<file path="config.mk">
export PLATFORM = sky130hd
export DESIGN_NAME = ks_serial_add_ctrl
export DESIGN_NICKNAME = d
export VERILOG_FILES = /design/src/rtl/ks_pkg.sv /design/src/rtl/kogge_stone_4bit.sv /design/src/rtl/ks_serial_add_ctrl.sv
export SDC_FILE = /design/constraint.sdc
export NUM_CORES = 1
export LEC_CHECK = 0
export CAP_MARGIN = 20
export CORE_MARGIN = 1.5
export CORE_UTILIZATION = 45
export DETAILED_ROUTE_END_ITERATION = 7
export GPL_TIMING_DRIVEN = 1
export HOLD_SLACK_MARGIN = 0.06
export PLACE_DENSITY = 0.79
export SYNTH_ARGS = -nofsm -noshare
export SYNTH_HDL_FRONTEND = slang
export SYNTH_SLANG_ARGS = --single-unit
</file>
<file path="constraint.sdc">
create_clock -name clk -period 2.3 [get_ports clk]
set_clock_uncertainty 0.1 [all_clocks]
set_input_delay 0.23 -clock clk [delete_from_list [all_inputs] [get_ports clk]]
set_output_delay 0.23 -clock clk [all_outputs]
set_load 0.02 [all_outputs]
</file>
<file path="src/rtl/ks_pkg.sv">
// Shared constants and FSM encoding for the nibble-serial Kogge-Stone adder.
package ks_pkg;

  localparam int DIGIT_W = 4;

  typedef enum logic [1:0] {
    IDLE = 2'd0,
    RUN  = 2'd1,
    DONE = 2'd2
  } state_e;

  function automatic int ks_clog2(input int n);
    int r;
    r = 0;
    while ((1 << r) < n) r++;
    return r;
  endfunction

endpackage

</file>
<file path="src/rtl/kogge_stone_4bit.sv">
// 4-bit Kogge-Stone parallel-prefix adder, purely combinational.
module kogge_stone_4bit (
  input  logic [4:1] A,
  input  logic [4:1] B,
  input  logic       cin,
  output logic       cout,
  output logic [4:1] sum
);

  logic [4:0] g0;
  logic [4:1] p0;
  logic [4:0] g1;
  logic [4:2] p1;
  logic [4:0] g2;
  logic       p2_4;

  // cin rides in as generate at position 0
  always_comb begin
    g0 = {A & B, cin};
    p0 = A ^ B;

    g1[0] = g0[0];
    for (int i = 1; i <= 4; i++)
      g1[i] = g0[i] | (p0[i] & g0[i-1]);
    for (int i = 2; i <= 4; i++)
      p1[i] = p0[i] & p0[i-1];

    g2[1:0] = g1[1:0];
    for (int i = 2; i <= 4; i++)
      g2[i] = g1[i] | (p1[i] & g1[i-2]);
    p2_4 = p1[4] & p1[2];

    cout = g2[4] | (p2_4 & g2[0]);
    for (int i = 1; i <= 4; i++)
      sum[i] = p0[i] ^ g2[i-1];
  end

endmodule

</file>
<file path="src/rtl/ks_serial_add_ctrl.sv">
// Runs one 4-bit Kogge-Stone adder digit-serially, LSB first,
// to add two N_DIGITS*4-bit operands with a registered ripple carry.
module ks_serial_add_ctrl
  import ks_pkg::*;
#(
  parameter int N_DIGITS = 4
) (
  input  logic                      clk,
  input  logic                      rst,
  input  logic                      start,
  input  logic [4*N_DIGITS-1:0]     a,
  input  logic [4*N_DIGITS-1:0]     b,
  input  logic                      cin,
  output logic                      busy,
  output logic                      done,
  output logic [4*N_DIGITS-1:0]     sum,
  output logic                      cout,
  output logic                      ovf
);

  localparam int W     = DIGIT_W * N_DIGITS;
  localparam int IDX_W = (N_DIGITS > 1) ? ks_clog2(N_DIGITS) : 1;
  localparam logic [IDX_W-1:0] LAST = IDX_W'(N_DIGITS - 1);

  state_e           state_q, state_d;
  logic [IDX_W-1:0] idx_q, idx_d;
  logic             carry_q, carry_d;
  logic [W-1:0]     a_q, a_d;
  logic [W-1:0]     b_q, b_d;
  logic [W-1:0]     sum_q, sum_d;
  logic             cout_q, cout_d;
  logic             ovf_q, ovf_d;

  logic [DIGIT_W-1:0] ks_a;
  logic [DIGIT_W-1:0] ks_b;
  logic [DIGIT_W-1:0] ks_sum;
  logic               ks_cout;

  assign ks_a = a_q[DIGIT_W*int'(idx_q) +: DIGIT_W];
  assign ks_b = b_q[DIGIT_W*int'(idx_q) +: DIGIT_W];

  kogge_stone_4bit u_ks (
    .A    (ks_a),
    .B    (ks_b),
    .cin  (carry_q),
    .cout (ks_cout),
    .sum  (ks_sum)
  );

  always_comb begin
    state_d = state_q;
    idx_d   = idx_q;
    carry_d = carry_q;
    a_d     = a_q;
    b_d     = b_q;
    sum_d   = sum_q;
    cout_d  = cout_q;
    ovf_d   = ovf_q;
    unique case (state_q)
      IDLE: begin
        if (start) begin
          state_d = RUN;
          a_d     = a;
          b_d     = b;
          carry_d = cin;
          idx_d   = '0;
          sum_d   = '0;
          cout_d  = 1'b0;
          ovf_d   = 1'b0;
        end
      end
      RUN: begin
        sum_d[DIGIT_W*int'(idx_q) +: DIGIT_W] = ks_sum;
        carry_d = ks_cout;
        if (idx_q == LAST) begin
          state_d = DONE;
          idx_d   = '0;
          cout_d  = ks_cout;
          ovf_d   = (a_q[W-1] == b_q[W-1]) &&
                    (ks_sum[DIGIT_W-1] != a_q[W-1]);
        end else begin
          idx_d = idx_q + 1'b1;
        end
      end
      DONE: state_d = IDLE;
      default: state_d = IDLE;
    endcase
  end

  always_ff @(posedge clk) begin
    if (rst) begin
      state_q <= IDLE;
      idx_q   <= '0;
      carry_q <= 1'b0;
      a_q     <= '0;
      b_q     <= '0;
      sum_q   <= '0;
      cout_q  <= 1'b0;
      ovf_q   <= 1'b0;
    end else begin
      state_q <= state_d;
      idx_q   <= idx_d;
      carry_q <= carry_d;
      a_q     <= a_d;
      b_q     <= b_d;
      sum_q   <= sum_d;
      cout_q  <= cout_d;
      ovf_q   <= ovf_d;
    end
  end

  assign busy = (state_q != IDLE);
  assign done = (state_q == DONE);
  assign sum  = sum_q;
  assign cout = cout_q;
  assign ovf  = ovf_q;

endmodule
</file>
==> metrics, run 1 <==
most frequent cell after synthesis nand2_1; PortBufs 55; Fin Hold WS 0.3529 ns; Syn. warnings 0; clock sinks 55; crit path cell chain mux4_2 -> ha_1 -> a211o_1 -> o211ai_1 -> a21oi_2 -> a221oi_2 -> nor2_1; CTS Root Cell clkbuf_8; first drt pass iteration count 4; Multi-input gate area 1274 um^2; area delta synth->final 34.32%; Final Power 0.001928 W; post-synth top area share 0.4555; CTS Hold Buffers Added 0; post-route ant nets 0; Clock Path Buffers 2; most frequent cells after synthesis nand2_1 (71), dfxtp_1 (55), a21oi_1 (33); RSZ-0062 raised after global routing true; # IOs 56; clock-pin slew on the worst setup and hold paths 0.10 ns; Initial Utilization 0.4703; critical path launch point type register; die area 5820 um^2; Yosys top cell by area dfxtp_1; storage element area 1105 um^2; Tot GR Track Use 0.2059; CP max stage delay 0.53 ns; synth top area cells dfxtp_1 (46%), nand2_1 (11%), mux4_2 (7.5%); Fmax 0.4363 GHz; Post-synth EDFFs 0; nets 379; post-synthesis register bit count 55; Post-synth top flop dfxtp_1; TNS Setup 0 ns; DR vias 2129; Non-Filler Instances 405; post-synthesis net count 321; final wirelength 5624 um; first-pass GRT wire length 9715 um; reg-to-reg endpoint carry_q; CTS tree yes; Core Region 5140 um^2; wire length per cell 13.89 um; placed cell count 394; asr flop ratio synth 0; Mapped Cells 276; Worst-Margin Slew 0.3716 ns; die height 76.29 um; First DRT Iteration DRCs 172; CTS H-tree depth 2; fillers 450; Clk Latency, worst-skew pair 0.31 ns; PwrDens 593.9 nW/um^2; Ant. Diodes 0; Leakage 1.244 nW; Post-DP HPWL 4105 um; minimum clock period 2.292 ns; vias in the first global route 2029; vias per inst 5.257; Hold Fails Final Rpt 0; Final Setup Violations 0; cell area after synthesis 2417 um^2; Max Cap Viol 0; Slowest-stage cell, CP mux4_2; outcome finished clean; routability cong. 0.8455; Reg2Reg Depth 7; hold depth 3; Mapped Avg Cell Area 8.758 um^2; hold path start b[5]; r2r setup slk 0.008 ns; arrival time of the worst setup path 2.40 ns; CP Max Fanout 8; Worst slew margin 0.7520; GRT overflow 0; post-route clock period utilization 0.9966; HP Class in -> reg; synth unique cells 35; Worst Hold End b_q[5]; worst IR drop on VDD 0.3661 mV; layout cells sized above 1 0.1343; pin count of the biggest net entering global routing 33; Area after DPL 3087 um^2; Final Slew Violations 0; # DRC 0; row cnt 26; initial antenna violation count 0; reg2reg start idx_q[0]; Crit Path Category reg -> reg; Setup crit end kind register; sequential share of the synthesized area 0.4555; die width 76.29 um; CTS buffer count 5; WP data required 2.41 ns; Finished Cell Area 3247 um^2
## where the power goes
group	internal [W]	total [W]	switching (W)
sequential	0.000993	0.00103	0.0000328
combinational	0.000181	0.000354	0.000174
clock	0.000221	0.000548	0.000327
## worst max-delay path: cells and delay by family, from the launching register on
kind	cells	cell delay (ns)
adders and majority gates	1	0.31
DFF	1	0.44
and+or+nand+nor	1	0.05
muxes	1	0.53
AOI/OAI and AO/OA	4	0.76
## flip-flops by register name, indices dropped and copies added (netlist names)
register / flops
state_q: 2
ovf: 1
cout: 1
idx_q: 2
sum: 16
a_q: 16
b_q: 16
carry_q: 1
## worst max-delay path by stage
stage,startpoint,to,cells after the start
after floorplan,idx_q[0],ovf,8
after global placement,idx_q[0],sum[2],7
after detailed placement,idx_q[0],sum[2],7
after CTS,idx_q[0],carry_q,7
after global routing,idx_q[0],ovf,8
final,idx_q[0],carry_q,7
## cell type report
cell class,instances,share of cell area
inverters,9,0.01040
flip-flops and latches,55,0.3403
clock inverters,3,0.006936
repair buffers,68,0.2019
multi-input cells,195,0.3923
well taps,70,0.02697
clock buffers,5,0.02119
## logic make-up (layout without fill, tap and decap cells)
group / count (synthesis) / count (layout) / share of synthesized area
AO/OA/AOI/OAI: 64 / 64 / 0.1656
XOR/XNOR: 3 / 3 / 0.01398
AND/OR/NAND/NOR: 109 / 109 / 0.1853
multiplexers: 10 / 10 / 0.08281
buffers and inverters: 26 / 85 / 0.04710
adder cells (fa/ha/maj): 9 / 9 / 0.04969
flip-flops: 55 / 55 / 0.4555
## placed cells by master (no fill, tap or decap), types with 2 or more instances in the layout
cell,instances
buf_6,2
nor2_1,24
a21oi_1,32
nand2_1,71
buf_4,11
inv_6,2
mux2i_1,2
inv_1,9
mux4_2,8
dfxtp_1,54
clkbuf_8,5
clkdlybuf4s50_1,55
a22oi_1,14
and4_1,2
a21o_1,4
nor2b_1,3
ha_1,7
a22oi_2,3
nor2_2,2
## per-layer routing
layer	share of wire	wire, um	track usage
met2	0.48	2724	0.3384
met4	0.017	98	0.06296
met5	0	0	0
met3	0.063	355	0.04072
met1	0.43	2446	0.2738
## repair_timing
item,4_1_cts,5_1_grt
buffers inserted,3,0
pin swaps,4,10
gates resized for setup,6,5
gates cloned,0,0
setup endpoints to repair,5,11
## stage by stage
step	worst slack [ns]	util
after floorplan	0.003347	-
after global placement	0.03870	0.6005
after detailed placement	-0.05168	0.6005
after CTS	0.001676	0.6271
after global routing	-0.08176	0.6317
final	0.007792	0.6317
(Power assumes the default switching activity.)
==> run 2: changes to the inputs <==
--- a/config.mk
+++ b/config.mk
@@ -6,12 +6,14 @@
 export NUM_CORES = 1
 export LEC_CHECK = 0
 export CAP_MARGIN = 20
+export CORE_ASPECT_RATIO = 0.5
 export CORE_MARGIN = 1.5
 export CORE_UTILIZATION = 45
 export DETAILED_ROUTE_END_ITERATION = 7
 export GPL_TIMING_DRIVEN = 1
 export HOLD_SLACK_MARGIN = 0.06
 export PLACE_DENSITY = 0.79
+export REMOVE_ABC_BUFFERS = 1
 export SYNTH_ARGS = -nofsm -noshare
 export SYNTH_HDL_FRONTEND = slang
 export SYNTH_SLANG_ARGS = --single-unit
==> run 2 against run 1 <==
Compared with the run above: the flow now finishes with violations (setup timing); die area rose by 0.46%; combinational power rose by 12%; final cell count up 0.74%; critical path depth rose by 2; register-to-register slack worse by 0.05 ns; via count up 2.1%; largest power group unchanged; worst hold slack got worse by 0.12 ns.
==> metrics, run 2 (synthesized netlist as in run 1, its figures left out) <==
nets 383; worst path buffer plus inverter count 2; Core Region 5045 um^2; worst IR drop on VDD 0.2651 mV; Fmax 0.4261 GHz; final wirelength 6011 um; die width 106.7 um; vias per inst 5.326; Worst slew margin 0.7368; clock-pin slew on the worst setup and hold paths 0.09 ns; Final Setup Violations 9; clock sinks 55; Clock Path Buffers 2; area delta synth->final 38.82%; CP max stage delay 0.54 ns; r2r setup slk -0.05 ns; WP data required 2.39 ns; Ant. Diodes 0; most frequent cells in the layout nand2_1 (71), dfxtp_1 (54), clkdlybuf4s50_1 (54); # IOs 56; die area 5847 um^2; HP Class in -> reg; routability cong. 0.9163; final worst setup slack -0.04687 ns; first-pass GRT wire length 8921 um; post-route ant nets 0; CTS H-tree depth 2; PortBufs 55; first drt pass iteration count 4; critical path launch point type register; met3 Resource Use GR 0.03810; GR Util met2 0.3504; Slowest-stage cell, CP mux4_2; RSZ-0062 raised after global routing true; layout cells sized above 1 0.1627; failing checks setup timing; First DRT Iteration DRCs 95; met1 layer usage reported by global route 0.2594; Post-DP HPWL 4158 um; initial antenna violation count 0; Final Slew Violations 0; post-route clock period utilization 1.020; outcome finished with violations; crit path cell chain buf_4 -> mux4_2 -> ha_4 -> nand2b_4 -> a21oi_4 -> xor2_2 -> buf_4 -> a22oi_2 -> nor2_1; pin count of the biggest net entering global routing 33; CTS buffer count 5; Area after DPL 3095 um^2; # DRC 0; GRT busiest layer met2; Hold Fails Final Rpt 0; Crit Path Category reg -> reg; CTS Root Cell clkbuf_8; die height 54.83 um; CTS Hold Buffers Added 0; Leakage 1.270 nW; Initial Utilization 0.4792; CP Max Fanout 4; row cnt 18; CP most frequent cell buf_4; GRT overflow 0; wire length per cell 14.73 um; Tot GR Track Use 0.2015; PwrDens 607.6 nW/um^2; Finished Cell Area 3356 um^2; Setup crit end kind register; Worst-Margin Slew 0.3943 ns; Clk Latency, worst-skew pair 0.30 ns; DR vias 2173; arrival time of the worst setup path 2.43 ns; most common cell after layout, fill and taps aside nand2_1; minimum clock period 2.347 ns; vias in the first global route 1848; utilization after layout 0.6652; CTS tree yes; Max Cap Viol 0; CP delay by family, top multiplexers
## run 2: cell count changes in the layout (fill, tap and decap cells not counted), sizes merged
cell | previous run | this run
inv | 11 | 9
clkinv | 1 | 0
clkbuf | 5 | 6
buf | 13 | 18
clkdlybuf4s50 | 55 | 54
bufinv | 0 | 1
## run 2: final cells by class
| type | count | area [um^2] |
|---|---|---|
| clock buffer | 6 | 72.57 |
| tap | 70 | 87.58 |
| sequential | 55 | 1102 |
| inverter | 9 | 33.78 |
| timing repair buffer | 72 | 685.7 |
| clock inverter | 1 | 30.03 |
| multi-input combinational | 195 | 1344 |
| fill | 383 | 1689 |
## run 2: routing by layer
layer  routed length (um)  vias up
met4                  121        0
met1                 2649     1029
li1                     -     1060
met3                  296       10
met2                 2943       74
met5                    0        -
## run 2: final timing paths
kind / to / depth (start not counted) / start
worst max-delay path: sum[15] / 9 / idx_q[0]
worst min-delay path: ovf / 3 / rst
worst max register to register: sum[15] / 9 / idx_q[0]
worst min register to register: a_q[9] / 2 / a_q[9]
## run 2: report_power, final
part	internal [W]	switching (W)	total [W]	leakage (nW)
combinational	0.000200	0.000199	0.000398	0.770
clock	0.000320	0.000299	0.000619	0.0513
sequential	0.000993	0.0000283	0.00102	0.449
total	0.00151	0.000526	0.00204	1.27
## run 2: metrics by stage
stage,total power [W],std cells,hold slack [ns],worst slack [ns],TNS (ns)
detailed placement,0.001380,399,0.3438,-0.1757,-0.9529
global route,0.002120,408,0.2336,-0.1137,-0.7723
finish,0.002039,408,0.2292,-0.04687,-0.2316
global placement,0.001368,399,0.3442,-0.07485,-0.2348
floorplan,0.001209,259,0.1991,-0.2598,-1.709
CTS,0.001999,406,0.2186,-0.02550,-0.05583
## run 2: repair_timing
item,CTS,global route
buffers inserted,0,2
pin swaps,6,13
endpoints found under the setup margin,12,13
resized for setup,12,13
## run 2: worst reg2reg max path, stage by stage (launching register included)
cell and delay (ns):
dfxtp_2 0.36, buf_4 0.15, mux4_2 0.54, ha_4 0.32
nand2b_4 0.07, a21oi_4 0.18, xor2_2 0.10, buf_4 0.17
a22oi_2 0.18, nor2_1 0.06
